$ cat src/rtl/regfile_mp_if.sv
// Bus bundle for the dual-read / dual-write register file: read and write
// ports plus the soft-clear handshake.
interface regfile_mp_if #(
    parameter int DATA_W = 8,
    parameter int ADDR_W = 4
);
    logic [ADDR_W-1:0] read_addr0;
    logic [ADDR_W-1:0] read_addr1;
    logic [DATA_W-1:0] read_data0;
    logic [DATA_W-1:0] read_data1;
    logic [ADDR_W-1:0] write_addr0;
    logic [DATA_W-1:0] write_data0;
    logic              write_enable0;
    logic [ADDR_W-1:0] write_addr1;
    logic [DATA_W-1:0] write_data1;
    logic              write_enable1;
    logic              clear_req;
    logic              busy;
    logic              clear_done;

    modport master (
        output read_addr0, read_addr1,
        output write_addr0, write_data0, write_enable0,
        output write_addr1, write_data1, write_enable1,
        output clear_req,
        input  read_data0, read_data1, busy, clear_done
    );

    modport slave (
        input  read_addr0, read_addr1,
        input  write_addr0, write_data0, write_enable0,
        input  write_addr1, write_data1, write_enable1,
        input  clear_req,
        output read_data0, read_data1, busy, clear_done
    );
endinterface

$ cat src/rtl/regfile_mp.sv
// Register file with two combinational read ports, two write ports (port 1 wins
// on collisions) and a one-register-per-cycle soft clear sweep.
// Optional same-cycle write-to-read forwarding: define REGFILE_BYPASS_EN.
module regfile_mp #(
    parameter int DATA_W    = 8,
    parameter int ADDR_W    = 4,
    parameter int ZERO_REG0 = 0
) (
    input  logic         clk,
    input  logic         rst,
    regfile_mp_if.slave  bus
);
    localparam int                DEPTH = 2 ** ADDR_W;
    localparam logic [ADDR_W-1:0] LAST  = ADDR_W'(DEPTH - 1);

    typedef enum logic {
        IDLE  = 1'b0,
        SWEEP = 1'b1
    } state_t;

    state_t            state_q, state_d;
    logic [ADDR_W-1:0] cnt_q, cnt_d;
    logic              done_q, done_d;
    logic              sweep_we;
    logic              wr_en0, wr_en1;
    logic [DATA_W-1:0] regs_q [DEPTH];

    function automatic logic is_zero_reg(input logic [ADDR_W-1:0] addr);
        return (ZERO_REG0 != 0) && (addr == '0);
    endfunction

    always_ff @(posedge clk) begin
        if (rst) begin
            state_q <= IDLE;
            cnt_q   <= '0;
            done_q  <= 1'b0;
        end else begin
            state_q <= state_d;
            cnt_q   <= cnt_d;
            done_q  <= done_d;
        end
    end

    // The counter stops at LAST and returns to 0, so a sweep never makes a second pass.
    always_comb begin
        state_d = state_q;
        cnt_d   = cnt_q;
        done_d  = 1'b0;
        case (state_q)
            IDLE: begin
                if (bus.clear_req) begin
                    state_d = SWEEP;
                    cnt_d   = '0;
                end
            end
            SWEEP: begin
                if (cnt_q == LAST) begin
                    state_d = IDLE;
                    cnt_d   = '0;
                    done_d  = 1'b1;
                end else begin
                    cnt_d = cnt_q + ADDR_W'(1);
                end
            end
            default: begin
                state_d = IDLE;
                cnt_d   = '0;
            end
        endcase
    end

    always_comb begin
        sweep_we       = (state_q == SWEEP);
        bus.busy       = (state_q == SWEEP);
        bus.clear_done = done_q;
        wr_en0 = !sweep_we && bus.write_enable0 && !is_zero_reg(bus.write_addr0);
        wr_en1 = !sweep_we && bus.write_enable1 && !is_zero_reg(bus.write_addr1);
    end

    // Port 1 is assigned last so it wins when both ports hit the same address.
    always_ff @(posedge clk) begin
        if (rst) begin
            for (int i = 0; i < DEPTH; i++) begin
                regs_q[i] <= '0;
            end
        end else if (sweep_we) begin
            regs_q[cnt_q] <= '0;
        end else begin
            if (wr_en0) begin
                regs_q[bus.write_addr0] <= bus.write_data0;
            end
            if (wr_en1) begin
                regs_q[bus.write_addr1] <= bus.write_data1;
            end
        end
    end

    always_comb begin
        bus.read_data0 = regs_q[bus.read_addr0];
        bus.read_data1 = regs_q[bus.read_addr1];
`ifdef REGFILE_BYPASS_EN
        if (wr_en0 && (bus.write_addr0 == bus.read_addr0)) bus.read_data0 = bus.write_data0;
        if (wr_en1 && (bus.write_addr1 == bus.read_addr0)) bus.read_data0 = bus.write_data1;
        if (wr_en0 && (bus.write_addr0 == bus.read_addr1)) bus.read_data1 = bus.write_data0;
        if (wr_en1 && (bus.write_addr1 == bus.read_addr1)) bus.read_data1 = bus.write_data1;
`endif
        if (is_zero_reg(bus.read_addr0)) bus.read_data0 = '0;
        if (is_zero_reg(bus.read_addr1)) bus.read_data1 = '0;
    end
endmodule

$ cat src/flat_wrapper.sv
// flat-port wrapper written by rule: the top's interface ports become plain ports
module regfile_mp_flat 
#(
    parameter int DATA_W    = 8,
    parameter int ADDR_W    = 4,
    parameter int ZERO_REG0 = 0
)
  (clk, rst, bus_read_addr0, bus_read_addr1, bus_write_addr0, bus_write_data0, bus_write_enable0, bus_write_addr1, bus_write_data1, bus_write_enable1, bus_clear_req, bus_read_data0, bus_read_data1, bus_busy, bus_clear_done);
  regfile_mp_if #(.DATA_W(DATA_W), .ADDR_W(ADDR_W)) bus_i ();
  input  logic clk;
  input  logic rst;
  input wire logic [$bits(bus_i.read_addr0)-1:0] bus_read_addr0;
  input wire logic [$bits(bus_i.read_addr1)-1:0] bus_read_addr1;
  input wire logic [$bits(bus_i.write_addr0)-1:0] bus_write_addr0;
  input wire logic [$bits(bus_i.write_data0)-1:0] bus_write_data0;
  input wire logic [$bits(bus_i.write_enable0)-1:0] bus_write_enable0;
  input wire logic [$bits(bus_i.write_addr1)-1:0] bus_write_addr1;
  input wire logic [$bits(bus_i.write_data1)-1:0] bus_write_data1;
  input wire logic [$bits(bus_i.write_enable1)-1:0] bus_write_enable1;
  input wire logic [$bits(bus_i.clear_req)-1:0] bus_clear_req;
  output wire logic [$bits(bus_i.read_data0)-1:0] bus_read_data0;
  output wire logic [$bits(bus_i.read_data1)-1:0] bus_read_data1;
  output wire logic [$bits(bus_i.busy)-1:0] bus_busy;
  output wire logic [$bits(bus_i.clear_done)-1:0] bus_clear_done;
  assign bus_i.read_addr0 = bus_read_addr0;
  assign bus_i.read_addr1 = bus_read_addr1;
  assign bus_i.write_addr0 = bus_write_addr0;
  assign bus_i.write_data0 = bus_write_data0;
  assign bus_i.write_enable0 = bus_write_enable0;
  assign bus_i.write_addr1 = bus_write_addr1;
  assign bus_i.write_data1 = bus_write_data1;
  assign bus_i.write_enable1 = bus_write_enable1;
  assign bus_i.clear_req = bus_clear_req;
  assign bus_read_data0 = bus_i.read_data0;
  assign bus_read_data1 = bus_i.read_data1;
  assign bus_busy = bus_i.busy;
  assign bus_clear_done = bus_i.clear_done;
  regfile_mp #(.DATA_W(DATA_W), .ADDR_W(ADDR_W), .ZERO_REG0(ZERO_REG0)) u_core (.clk(clk), .rst(rst), .bus(bus_i));
endmodule
$ cat config.mk
export PLATFORM = sky130hd
export DESIGN_NAME = regfile_mp_flat
export DESIGN_NICKNAME = d
export VERILOG_FILES = /design/src/rtl/regfile_mp_if.sv /design/src/rtl/regfile_mp.sv /design/src/flat_wrapper.sv
export SDC_FILE = /design/constraint.sdc
export NUM_CORES = 1
export LEC_CHECK = 0
export CAP_MARGIN = 20
export CORE_UTILIZATION = 40
export CTS_CLUSTER_SIZE = 25
export DETAILED_ROUTE_END_ITERATION = 10
export GPL_TIMING_DRIVEN = 0
export HOLD_SLACK_MARGIN = 0.08
export SLEW_MARGIN = 20
export SYNTH_ARGS = -nofsm -noshare
export SYNTH_HDL_FRONTEND = slang
export SYNTH_SLANG_ARGS = --single-unit
$ cat constraint.sdc
create_clock -name clk -period 4.02 [get_ports clk]
set_input_delay 0.804 -clock clk [delete_from_list [all_inputs] [get_ports clk]]
set_output_delay 0.804 -clock clk [all_outputs]
set_load 0.005 [all_outputs]
# Word level (Yosys, flattened, before mapping)
# Memories as Yosys holds them, arrays and structs flattened.
# Index checks and enable logic that the tools add are counted.
# totals
regBits	6
latch_bits	0
mem_bits_rw	128
rom_bits	0
out_inout_bits	18
elab_cells	44
mem_count	1
# mem_list
memory	words	width	read_ports	rd_clocked_by_memory_dff	wr	line	text
u_core.regs_q	16	8	2	0	16	regfile_mp.sv:26	logic [DATA_W-1:0] regs_q [DEPTH];
# op_classes
addsub	1
n_mul	0
n_div	0
order_cmp	0
n_eq_ne	2
n_shift	0
n_mux	29
n_bitwise	1
n_reduce_logical	7
# ops
op	n
8-bit 2-to-1 mux	3
8-bit OR reduction	3
4-bit 2-to-1 mux	5
1-bit 2-to-1 mux	19
4-bit one-hot mux with 2 select lines	1
4-bit by 1-bit adder with 4-bit output, second input constant	1
4-bit equality test, second input constant	1
1-bit logical AND	2
2-bit inequality test, second input constant	1
1-bit one-hot mux with 2 select lines	1
2-bit OR reduction	1
1-bit logical NOT	1
1-bit inverter	1

# Longest topological paths before layout
# logic_depth
depth_word	8
ltp_mapped	7

# Worst setup path after synthesis
# Ideal clock, no wire load.
# synth_path
kind	in2out
startpoint	input bus_read_addr0[0]
endpoint	output bus_read_data0[1]
arrival_time_ps	2104
slack_ps	1112
stages	5
n_path_buf	2
cell_sequence	clkbuf_1 > buf_2 > mux4_2 > a22oi_1 > nand2_1
# synth_via
elab_chain_cells	1
# synth_lines
item	line	text
from (decl)	flat_wrapper.sv:12	input wire logic [$bits(bus_i.read_addr0)-1:0] bus_read_addr0;
memory 16 x 8 bit	--	
to (decl)	flat_wrapper.sv:21	output wire logic [$bits(bus_i.read_data0)-1:0] bus_read_data0;
# Every way passes these cells.

# Worst setup path after layout
# layout_path
startpoint	input bus_read_addr0[1]
endpoint	output bus_read_data0[6]
# Same word-level chain as after synthesis.

==> metrics.txt <==
status=finished, final reports clean; pin count of the biggest net entering global routing=17; IO buf count=32; clk sinks=134; Switching Share=between 20% and 30%; CP max stage cell=clkdlybuf4s50_1; Seq pwr share=45.3%; HP Class=flip-flop to flip-flop; initial antenna violation count=0; power share of the combinational group=a little over an eighth; clock network fraction of total power=41.3%; crit path launch type=primary input; Pint=~2.6 mW; first-pass iteration count of the detailed router=8; Peak VDD IR=about 0.00028 V; worst slew pin tran=1120 ps; Setup violations, final=0; Inst Count DP=just under 1,000; most used cell, CP=clkdlybuf4s50_1; multi-input logic area=4050 um2; count leader, synth=edfxtp_1; Post-Layout Inst Area=between 9000 and 10,000 um2; Inserted Clock Buffers=17; register bit count reported by yosys=134; Leak=roughly 3.2 nW; Die Width=roughly 150 um; Worst Path Arrival=slightly above 3000 ps; Max Fclk=about 260 MHz; Yosys top cell area share=a little under half; fin crit period=roughly 3900 ps; initial DRC count=around 800; share of layout cells above drive strength 1=20.2%; clock buffer depth=2; Worst Hold Path EP=u_core.cnt_q[3]; Routed wire per std cell=26.5 um; Non-Filler Instances=between 1,000 and 1,500; EDFF count, synth=approximately 130; total wire length=roughly 26 mm; Slew Limit Headroom=between 20% and 30%; Synth top cells by count=128 x edfxtp_1, 86 x nand2_1, 64 x mux4_2; Post-layout nets=between 700 and 800; total I/O pin count=55; Seq/Total Area, Yosys=a little under half; full die area=between 20,000 and 25,000 um2; Antenna Cells=0; Tcrit/Tclk final=slightly below 100%; Final Skew=about 7.3 ps; placer congestion estimate=0.982; crit-path max FO=10; area grow syn2layout=14.6%; Reg2Reg Setup Slack=approximately 1400 ps; clock root buffer=clkbuf_16; hold depth=2; Clock Pin Slew Worst Setup and Hold Paths=60 ps; Site Rows=52; Primary FF master, synth=edfxtp_1; DP Area=about 9000 um2; Cell Area, Synth=between 8000 and 9000 um2; P_sw=about 0.94 mW; GRT Util Overall=25.1%; reg2reg start=u_core.bus.busy; RR Endpoint=u_core.regs_q[8][1]; Die Ht=147 um; Max stage delay on crit path=~570 ps; Starting Density=between 40% and 50%; area of the core=20,400 um2; Hold Startpoint=u_core.cnt_q[3]; Via density=between 6 and 7; Req. time, crit path=approximately 3200 ps; Setup CP Type=primary input to output pin; H-tree depth=4; unrepaired setup endpoints after global routing=no; max-cap violations=0; FF+latch area=roughly 4000 um2; CP endpoint kind=output pin; Synth Instances=667; antenna viol nets, final=0; largest area contributor in the netlist=edfxtp_1; CTS tree=done; yosys warns=0; Post-CTS Setup Bufs=0; Worst Reg-to-Reg Cells=7; DRC violations left=0; vias=about 6,600; Final Max Slew Viols=0; first-pass GRT wire length=approximately 40 mm; Critical Path, Cell by Cell=clkdlybuf4s50_1, clkbuf_2, mux4_2, a22oi_1, nand2_1, clkdlybuf4s50_1; post-DP HPWL=19.6 mm; vias in the first global route=roughly 6,500; worst skew pair latency=between 400 and 500 ps; Overflow after GRT=0; critical path buffer and inverter count=3; Avg Inst Size Synth=12.5 um2; pwr dens=374 nW/um2; Post-Syn Nets=~710; final hold viol count=0; Power Total=between 3 and 4 mW; delay-heaviest family, CP=buffers and inverters; asr flop ratio synth=0%; layout filler cell count=between 1,500 and 2,000; top cells by area, synth=edfxtp_1 46%, mux4_2 17%, a22o_1 5.8%, nand2_1 3.9%, a32o_1 3.8%; synth unique cells=55
## placed cells by master, fill, tap and decap left out, drive strengths merged, types with 25 or more instances in the layout
| cell type | n |
|---|---|
| clkbuf | 64 |
| a22o | 55 |
| nand2 | 86 |
| mux4 | 64 |
| clkdlybuf4s50 | 32 |
| edfxtp | 128 |
| a22oi | 32 |
| a32o | 32 |
| buf | 31 |
| nor2 | 25 |
| o21ai | 45 |
## power by group through the flow
stage	registers, mW	logic [mW]	clock network, mW
after global routing	1.63	0.507	1.53
final	1.62	0.481	1.48
after CTS	1.62	0.477	1.47
after global placement	1.64	0.465	0
after detailed placement	1.65	0.475	0
after floorplan	1.63	0.298	0
## worst max-delay path by stage
stage                     slack (ps)              start  cells past startpoint                 to
after floorplan                 1110  bus_read_addr0[0]                      5  bus_read_data0[1]
after global placement          -160  bus_read_addr1[1]                      6  bus_read_data1[4]
after detailed placement        -210  bus_read_addr0[1]                      6  bus_read_data0[4]
after CTS                          7  bus_read_addr1[1]                      6  bus_read_data1[6]
after global routing              80  bus_read_addr0[1]                      6  bus_read_data0[2]
final                            140  bus_read_addr0[1]                      6  bus_read_data0[6]
## kinds of logic after synthesis
kind of cell / Yosys count / synth area share, %
AOI/OAI and AO/OA: 195 / 18.1
muxes: 68 / 17.8
and+or+nand+nor: 187 / 12.4
buffers and inverters: 82 / 4.15
adders and majority gates: 1 / 0.150
DFF: 134 / 47.4
## metrics by stage
stage	setup slack (ps)	hold WS, ps	setup TNS (ps)	utilization (%)
final	140	601	0	47.0
after detailed placement	-205	592	-1780	44.3
after global placement	-163	573	-1240	44.3
after CTS	6.73	602	0	47.0
after global routing	77.3	634	0	47.0
after floorplan	1110	522	0	-
## registers in the layout (all words and copies together) (netlist names)
register,count
u_core.cnt_q,4
u_core.regs_q,128
u_core.bus.busy,1
u_core.bus.clear_done,1
## final cells by class
| type | instances | share of cell area, % |
|---|---|---|
| tap | 270 | 3.53 |
| sequential | 134 | 41.4 |
| clock buffer | 17 | 4.44 |
| clock inverter | 15 | 1.32 |
| inverter | 4 | 0.157 |
| timing repair buffer | 32 | 3.34 |
| buffer | 78 | 3.54 |
| multi-input combinational | 451 | 42.3 |
## timing repair
item	in CTS	in global routing
resized for setup	5	2
cloned	0	0
hold buffers	0	0
setup endpoints to repair	16	5
## worst reg2reg max path, stage by stage, from the launching register on
cell and delay [ps]:
dfxtp_1 320, buf_6 140, or4b_4 530, buf_6 170
nor4_2 400, buf_2 330, nor2_1 60, nand2_1 360
## routing by layer
layer  part of all wire (%)  global-route usage (%)
met5                      0                       0
met4                    2.1                    7.60
met3                    8.9                    4.97
met2                     49                    42.3
met1                     40                    32.8
No activity file was read; power rests on OpenSTA's default activity.
